--- config.mk ---
export PLATFORM = sky130hd
export DESIGN_NAME = imem_loader
export DESIGN_NICKNAME = d
export VERILOG_FILES = /design/src/rtl/imem_loader.sv
export SDC_FILE = /design/constraint.sdc
export NUM_CORES = 1
export LEC_CHECK = 0
export ABC_AREA = 1
export CAP_MARGIN = 20
export CORE_MARGIN = 4
export CORE_UTILIZATION = 45
export CTS_BUF_LIST = sky130_fd_sc_hd__clkbuf_2 sky130_fd_sc_hd__clkbuf_4 sky130_fd_sc_hd__clkbuf_8
export DETAILED_ROUTE_END_ITERATION = 8
export GPL_TIMING_DRIVEN = 0
export PLACE_DENSITY = 0.7
export RECOVER_POWER = 100
export SYNTH_ARGS = -nofsm -noshare
export SYNTH_HDL_FRONTEND = slang
export SYNTH_SLANG_ARGS = --single-unit
--- constraint.sdc ---
create_clock -name clock -period 1.4 [get_ports clock]
set_clock_uncertainty 0.05 [all_clocks]
set_input_delay 0.28 -clock clock [delete_from_list [all_inputs] [get_ports clock]]
set_output_delay 0.28 -clock clock [all_outputs]
set_load 0.005 [all_outputs]
--- src/rtl/imem_loader.sv ---
// imem_loader: framed byte-stream loader for the 16-bit instruction memory.
// Optional trailing checksum byte is enabled by defining IMEM_LOADER_CHECKSUM_EN.
module imem_loader #(
  parameter logic [7:0]  BASE_ADDR    = 8'd0,
  parameter int unsigned IDLE_TIMEOUT = 1000
) (
  input  logic        clock,
  input  logic        clear,
  input  logic [7:0]  rx_data,
  input  logic        rx_valid,
  output logic        rx_ready,
  output logic        wr_en,
  output logic [7:0]  wr_addr,
  output logic [15:0] wr_data,
  output logic        cpu_hold,
  output logic        done,
  output logic        error
);

  localparam int unsigned TW = $clog2(IDLE_TIMEOUT + 1);
  localparam logic [TW-1:0] TO_LAST = TW'(IDLE_TIMEOUT - 1);

  typedef enum logic [2:0] {
    S_IDLE,
    S_COUNT,
    S_HI,
    S_LO,
    S_CSUM
  } state_t;

  state_t        state_q, state_d;
  logic [8:0]    cnt_q, cnt_d;
  logic [7:0]    addr_q, addr_d;
  logic [7:0]    hi_q, hi_d;
  logic [TW-1:0] idle_q, idle_d;
  logic          wr_en_q, wr_en_d;
  logic [7:0]    wr_addr_q, wr_addr_d;
  logic [15:0]   wr_data_q, wr_data_d;
  logic          hold_q, hold_d;
  logic          done_q, done_d;
  logic          err_q, err_d;
`ifdef IMEM_LOADER_CHECKSUM_EN
  logic [7:0]    sum_q, sum_d;
`endif

  logic acc;
  logic timeout;

  assign rx_ready = ~clear;
  assign acc      = rx_valid & rx_ready;
  assign timeout  = (state_q != S_IDLE) && !acc && (idle_q == TO_LAST);

  assign wr_en    = wr_en_q;
  assign wr_addr  = wr_addr_q;
  assign wr_data  = wr_data_q;
  assign cpu_hold = hold_q;
  assign done     = done_q;
  assign error    = err_q;

  // Frame parser: next state, counters and registered outputs.
  always_comb begin
    state_d   = state_q;
    cnt_d     = cnt_q;
    addr_d    = addr_q;
    hi_d      = hi_q;
    wr_en_d   = 1'b0;
    wr_addr_d = wr_addr_q;
    wr_data_d = wr_data_q;
    hold_d    = hold_q;
    done_d    = 1'b0;
    err_d     = err_q;
`ifdef IMEM_LOADER_CHECKSUM_EN
    sum_d     = sum_q;
`endif
    idle_d    = (state_q == S_IDLE || acc) ? '0 : idle_q + 1'b1;

    unique case (state_q)
      S_IDLE: begin
        if (acc && rx_data == 8'hA5) begin
          state_d = S_COUNT;
          err_d   = 1'b0;
          hold_d  = 1'b1;
        end
      end
      S_COUNT: begin
        if (acc) begin
          cnt_d   = {(rx_data == 8'd0), rx_data};
          addr_d  = BASE_ADDR;
          state_d = S_HI;
`ifdef IMEM_LOADER_CHECKSUM_EN
          sum_d   = 8'd0;
`endif
        end
      end
      S_HI: begin
        if (acc) begin
          hi_d    = rx_data;
          state_d = S_LO;
`ifdef IMEM_LOADER_CHECKSUM_EN
          sum_d   = sum_q + rx_data;
`endif
        end
      end
      S_LO: begin
        if (acc) begin
          wr_en_d   = 1'b1;
          wr_addr_d = addr_q;
          wr_data_d = {hi_q, rx_data};
          addr_d    = addr_q + 8'd1;
          cnt_d     = cnt_q - 9'd1;
`ifdef IMEM_LOADER_CHECKSUM_EN
          sum_d     = sum_q + rx_data;
`endif
          if (cnt_q == 9'd1) begin
`ifdef IMEM_LOADER_CHECKSUM_EN
            state_d = S_CSUM;
`else
            state_d = S_IDLE;
            done_d  = 1'b1;
            hold_d  = 1'b0;
`endif
          end else begin
            state_d = S_HI;
          end
        end
      end
      S_CSUM: begin
        if (acc) begin
`ifdef IMEM_LOADER_CHECKSUM_EN
          if (rx_data == sum_q) done_d = 1'b1;
          else                  err_d  = 1'b1;
`endif
          hold_d  = 1'b0;
          state_d = S_IDLE;
        end
      end
      default: state_d = S_IDLE;
    endcase

    if (timeout) begin
      state_d = S_IDLE;
      err_d   = 1'b1;
      hold_d  = 1'b0;
    end
  end

  // State and output registers with synchronous clear.
  always_ff @(posedge clock) begin
    if (clear) begin
      state_q   <= S_IDLE;
      cnt_q     <= '0;
      addr_q    <= BASE_ADDR;
      hi_q      <= '0;
      idle_q    <= '0;
      wr_en_q   <= 1'b0;
      wr_addr_q <= BASE_ADDR;
      wr_data_q <= '0;
      hold_q    <= 1'b0;
      done_q    <= 1'b0;
      err_q     <= 1'b0;
`ifdef IMEM_LOADER_CHECKSUM_EN
      sum_q     <= '0;
`endif
    end else begin
      state_q   <= state_d;
      cnt_q     <= cnt_d;
      addr_q    <= addr_d;
      hi_q      <= hi_d;
      idle_q    <= idle_d;
      wr_en_q   <= wr_en_d;
      wr_addr_q <= wr_addr_d;
      wr_data_q <= wr_data_d;
      hold_q    <= hold_d;
      done_q    <= done_d;
      err_q     <= err_d;
`ifdef IMEM_LOADER_CHECKSUM_EN
      sum_q     <= sum_d;
`endif
    end
  end

endmodule

* Yosys cells after proc, flatten, opt, wreduce, memory -nomap -nowiden
Index checks and enable logic that the tools add are counted.
** Word-level totals
- Register bits after elaboration :: 66
- Bits of input ports :: 11
- Word-level logic and storage cells :: 76
** Operators by class
- Add/subtract/negate cells :: 3
- Equality and inequality tests :: 13
- Muxes and demuxes :: 23
- Bitwise operators :: 4
- Reductions and logical operators :: 22
** Operators with widths (count)
- 9-bit 2-to-1 mux :: 2
- 9-bit case mux with 2 select lines :: 1
- 8-bit 2-to-1 mux :: 2
- 8-bit case mux with 2 select lines :: 1
- 3-bit 2-to-1 mux :: 5
- 3-bit case mux with 5 select lines :: 1
- 10-bit by 1-bit adder with 10-bit output (second input constant) :: 1
- 10-bit equality test (second input constant) :: 1
- 2-bit != test (second input constant) :: 5
- 5-bit AND reduction :: 2
- 9-bit by 1-bit equality test with 1-bit output (second input constant) :: 1
- 1-bit 2-to-1 mux :: 9
- 9-bit by 1-bit subtractor with 9-bit output (second input constant) :: 1
- 8-bit by 1-bit adder with 8-bit output (second input constant) :: 1
- 8-bit equality test (second input constant) :: 1
- 8-bit logical NOT :: 1
- 3-bit by 2-bit equality test with 1-bit output (second input constant) :: 2
- 2-bit AND reduction :: 3
- 2-bit nonzero test :: 3
- 3-bit nonzero test :: 2
- 2-bit OR reduction :: 3
- 3-bit by 1-bit equality test with 1-bit output (second input constant) :: 1
- 3-bit equality test (second input constant) :: 1
- 1-bit logical AND :: 3
- 10 further kinds :: 12

* Depth between registers and ports, before layout
- Depth after elaboration :: 7
- Gate-level depth with buffers :: 9
- Mapped depth without buffers :: 9

* Worst setup path before layout
No wires, ideal clock.
- Kind :: register to register
- Start :: register cnt_q[0]
- End :: register cnt_q[6]
- Setup time :: 117 ps
- Arrival time :: 1136 ps
- Required time :: 1233 ps
- Slack :: 97 ps
- Cell stages (with the launch flop) :: 10
- Path through :: dfxtp_1 > inv_1 > ha_1 > nand2_1 > nor2_1 > nand2_1 > nor2_1 > nand2_1 > o211ai_1 > nor2_1
** On the way
- Cells in the longest elaborated chain, start to end :: 3
** RTL lines
- from (decl) :: line 32 : logic [8:0] cnt_q, cnt_d;
- from (signal assigned) :: line 166 : cnt_q <= cnt_d;
- 9-bit by 1-bit subtractor with 9-bit output :: line 110 : cnt_d = cnt_q - 9'd1;
- 9-bit 2-to-1 mux :: line 105 : if (acc) begin
- 9-bit case mux with 2 select lines :: line 77 : unique case (state_q)
No other way between the ends. The select of a mux whose other input is x is not followed.
A chain may end at the register's enable or synchronous reset.

* Worst setup path after layout
- Start :: register state_q[1]
- End :: register wr_data_q[10], in the netlist wr_data[10]
** On the way
- Cells in the longest elaborated chain, start to end :: 2
** RTL lines
- from (decl) :: line 31 : state_t state_q, state_d;
- from (signal assigned) :: line 165 : state_q <= state_d;
- 3-bit by 2-bit equality test with 1-bit output :: line 77
- 2-bit AND reduction (no line)
- to (signal assigned) :: line 172 : wr_data_q <= wr_data_d;
- to (decl) :: line 38 : logic [15:0] wr_data_q, wr_data_d;
No other way between the ends.

==> metrics.cfg <==
[sta]
max_freq_mhz = 747
setup_viol = 0
finalHoldViolations = 0
fin_crit_ps = 1340
finalSetupTns_ps = 0
maxSlewViolCount = 0
grt_setup_unrepaired = yes
tightest_slew_ps = 543
setup_slack_ps = 61.1
relSlewSlack = 0.638
fin_crit_sh = 0.956

[route]
wl_um = 6970
drt_iter0_markers = 205
drtPass1Iterations = 4
drc_errors = 0
vias = 2687
final_antenna_net_count = 0
viasPerCell = 5.25
wl_per_cell_um = 13.6

[critical_path]
crit_path_start = state_q[1]
max_stage_delay_ps = 420
path_delay_family = simple AND/OR/NAND/NOR gates
crit_chain = nand2_2, nor2_4, inv_2, buf_4, nand3_1, o21ai_0
cp-end-kind = register
cp-start-kind = register
crit_fanout = 10
required_ps = 1580
path_buf_inv = 2
cp.arrival_ps = 1520
slowest_stage = dfxtp_1
critPathKind = register to register
rr_startpoint = state_q[1]

[global_routing]
grt_pass1_vias = 2511
grt_max_degree = 13
antenna_found_initial = 0
grt_usage = 0.188
grt_pass1_wl_um = 11300
grt_overflow = 0

[yosys]
syn_area_mm2 = 0.00288
ys_async_sr_fraction = 0
synth_warnings = 0
synth_most_common_cell = nand2_1
synth_area_leaders = dfxtp_1, nand2_1, o21ai_0
avgSynthCellArea_um2 = 7.58
syn_nets = 395
synth_top_area_frac = 0.452
synth_seq_cells = 65
ys_seq_area_frac = 0.452
synth_cell_types = 30
synth_common_cells = nand2_1, dfxtp_1, inv_1
yosysTopAreaCell = dfxtp_1
synth_cells = 380
synth_flop_cell = dfxtp_1
synth_edf_count = 0

[hold_path]
hp-class = register to register
worstHoldStart = idle_q[0]

[placed_design]
dp_slack_ps = -657
post-dp-hpwl_um = 5010
numPortBuffers = 39
place_congestion = 0.825

[power_and_ir_drop]
power.share.switching = 0.219
ir_drop_mv = 0.886
p_leak_nw = 1.61
power_density_mw_per_mm2 = 1040
p_clk_frac = 0.478
pwr-share-seq = 0.490
p_switching_w = 0.000826
pwr-share-comb = 0.033
p_int_w = 0.00295

[cells_and_area]
seq_area_mm2 = 0.00131
fillCellCount = 587
diodes = 0
nets = 447
final_layout_size_suffix_gt1_frac = 0.176
syn_to_final_growth_pct = 26.0
multi_input_area_mm2 = 0.00135
finish.utilization = 0.599

[clock_network]
root_buffer = clkbuf_8
numClockSinks = 65
clk_path_buf_depth = 2
htreeDepth = 3
clk_pin_slew_worst_paths_ps = 80
numCtsBuffers = 9
clk_latency_ps = 340
cts_tree = yes
cts_hold_buffers = 0

[die]
dieHeight_um = 88.0
io_pins = 40
initial_core_util = 0.475
coreArea_mm2 = 0.00606
die_area_mm2 = 0.00775
rows = 28
fp.dieW_um = 88.0

[job]
maxCapViolations = 0

[outcome]
outcome = finished, final reports clean

## flip-flops by register name, indices dropped and copies added (netlist names)
signal and flops:
hi_q 8, done 1, addr_q 8, cnt_q 9, state_q 2, wr_addr 8
idle_q 10, wr_en 1, error 1, cpu_hold 1, wr_data 16
## repair_timing
item	CTS	global route
setup endpoints to repair	72	27
pin swaps	2	5
gates resized for setup	43	19
buffers inserted	3	0
## metal layers
metal / wire length, um / GRT usage / vias to the layer above / part of all wire
li1: - / - / 1360 / -
met1: 3250 / 0.246 / 1242 / 0.47
met2: 3280 / 0.307 / 79 / 0.47
met3: 369 / 0.0480 / 6 / 0.053
met4: 65 / 0.0577 / 0 / 0.0093
met5: 0 / 0 / - / 0
## worst paths after layout
kind	to	depth (start not counted)	slack, ps
max	wr_data[10]	6	60
min	idle_q[0]	1	370
max reg2reg	wr_data[10]	6	60
min reg2reg	idle_q[0]	1	370
## worst register-to-register path, stage by stage, from the launching register on
cell	delay, ps
dfxtp_1	420
nand2_2	200
nor2_4	170
inv_2	60
buf_4	170
nand3_1	60
o21ai_0	100
## kinds of logic (layout without fill, tap and decap cells)
group	Yosys count	in the layout	synth area share
AO/OA/AOI/OAI	85	85	0.163
adder cells (fa/ha/maj)	4	4	0.0174
AND/OR/NAND/NOR	166	166	0.268
flip-flops	65	65	0.452
XOR/XNOR	1	1	0.00304
buffers and inverters	59	116	0.0973
## per-stage QoR
step	instance area (um2)	total power (W)	std cells	hold WS [ps]
after global routing	3630	0.00389	512	392
after CTS	3590	0.00380	512	390
final	3630	0.00377	512	371
after detailed placement	3370	0.00201	494	388
after floorplan	2880	0.00195	380	368
after global placement	3370	0.00201	494	381
## area by class of cell
type,instances,area share
buffer,14,0.0307
inverter,44,0.0462
clock buffer,10,0.0379
multi-input combinational,256,0.370
timing repair buffer,42,0.104
sequential,65,0.360
clock inverter,6,0.0248
tap,75,0.0258
## layout by cell type, fill, tap and decap left out, drive strengths merged
| master | count |
|---|---|
| a21oi | 34 |
| a21boi | 1 |
| clkinvlp | 1 |
| nand3 | 33 |
| o211ai | 2 |
| nor3 | 10 |
| clkdlybuf4s15 | 1 |
| dfxtp | 65 |
| o22ai | 1 |
| a22oi | 1 |
| dlygate4sd2 | 30 |
| buf | 14 |
| clkbuf | 13 |
| bufinv | 2 |
| ha | 4 |
| o31ai | 1 |
| o21ai | 45 |
| nand2 | 77 |
| clkinv | 2 |
| inv | 45 |
| nand4 | 9 |
| xor2 | 1 |
| clkdlybuf4s50 | 8 |
| nor2 | 37 |
## power by group through the flow
stage	clock network (W)	registers, W	logic [W]
3_3_place_gp	0	0.00189	0.000120
3_5_place_dp	0	0.00189	0.000121
6_report	0.00180	0.00185	0.000123
2_1_floorplan	0	0.00189	0.0000555
4_1_cts	0.00183	0.00185	0.000120
5_1_grt	0.00192	0.00185	0.000131
Note: power is estimated with default switching activity, not from simulation.
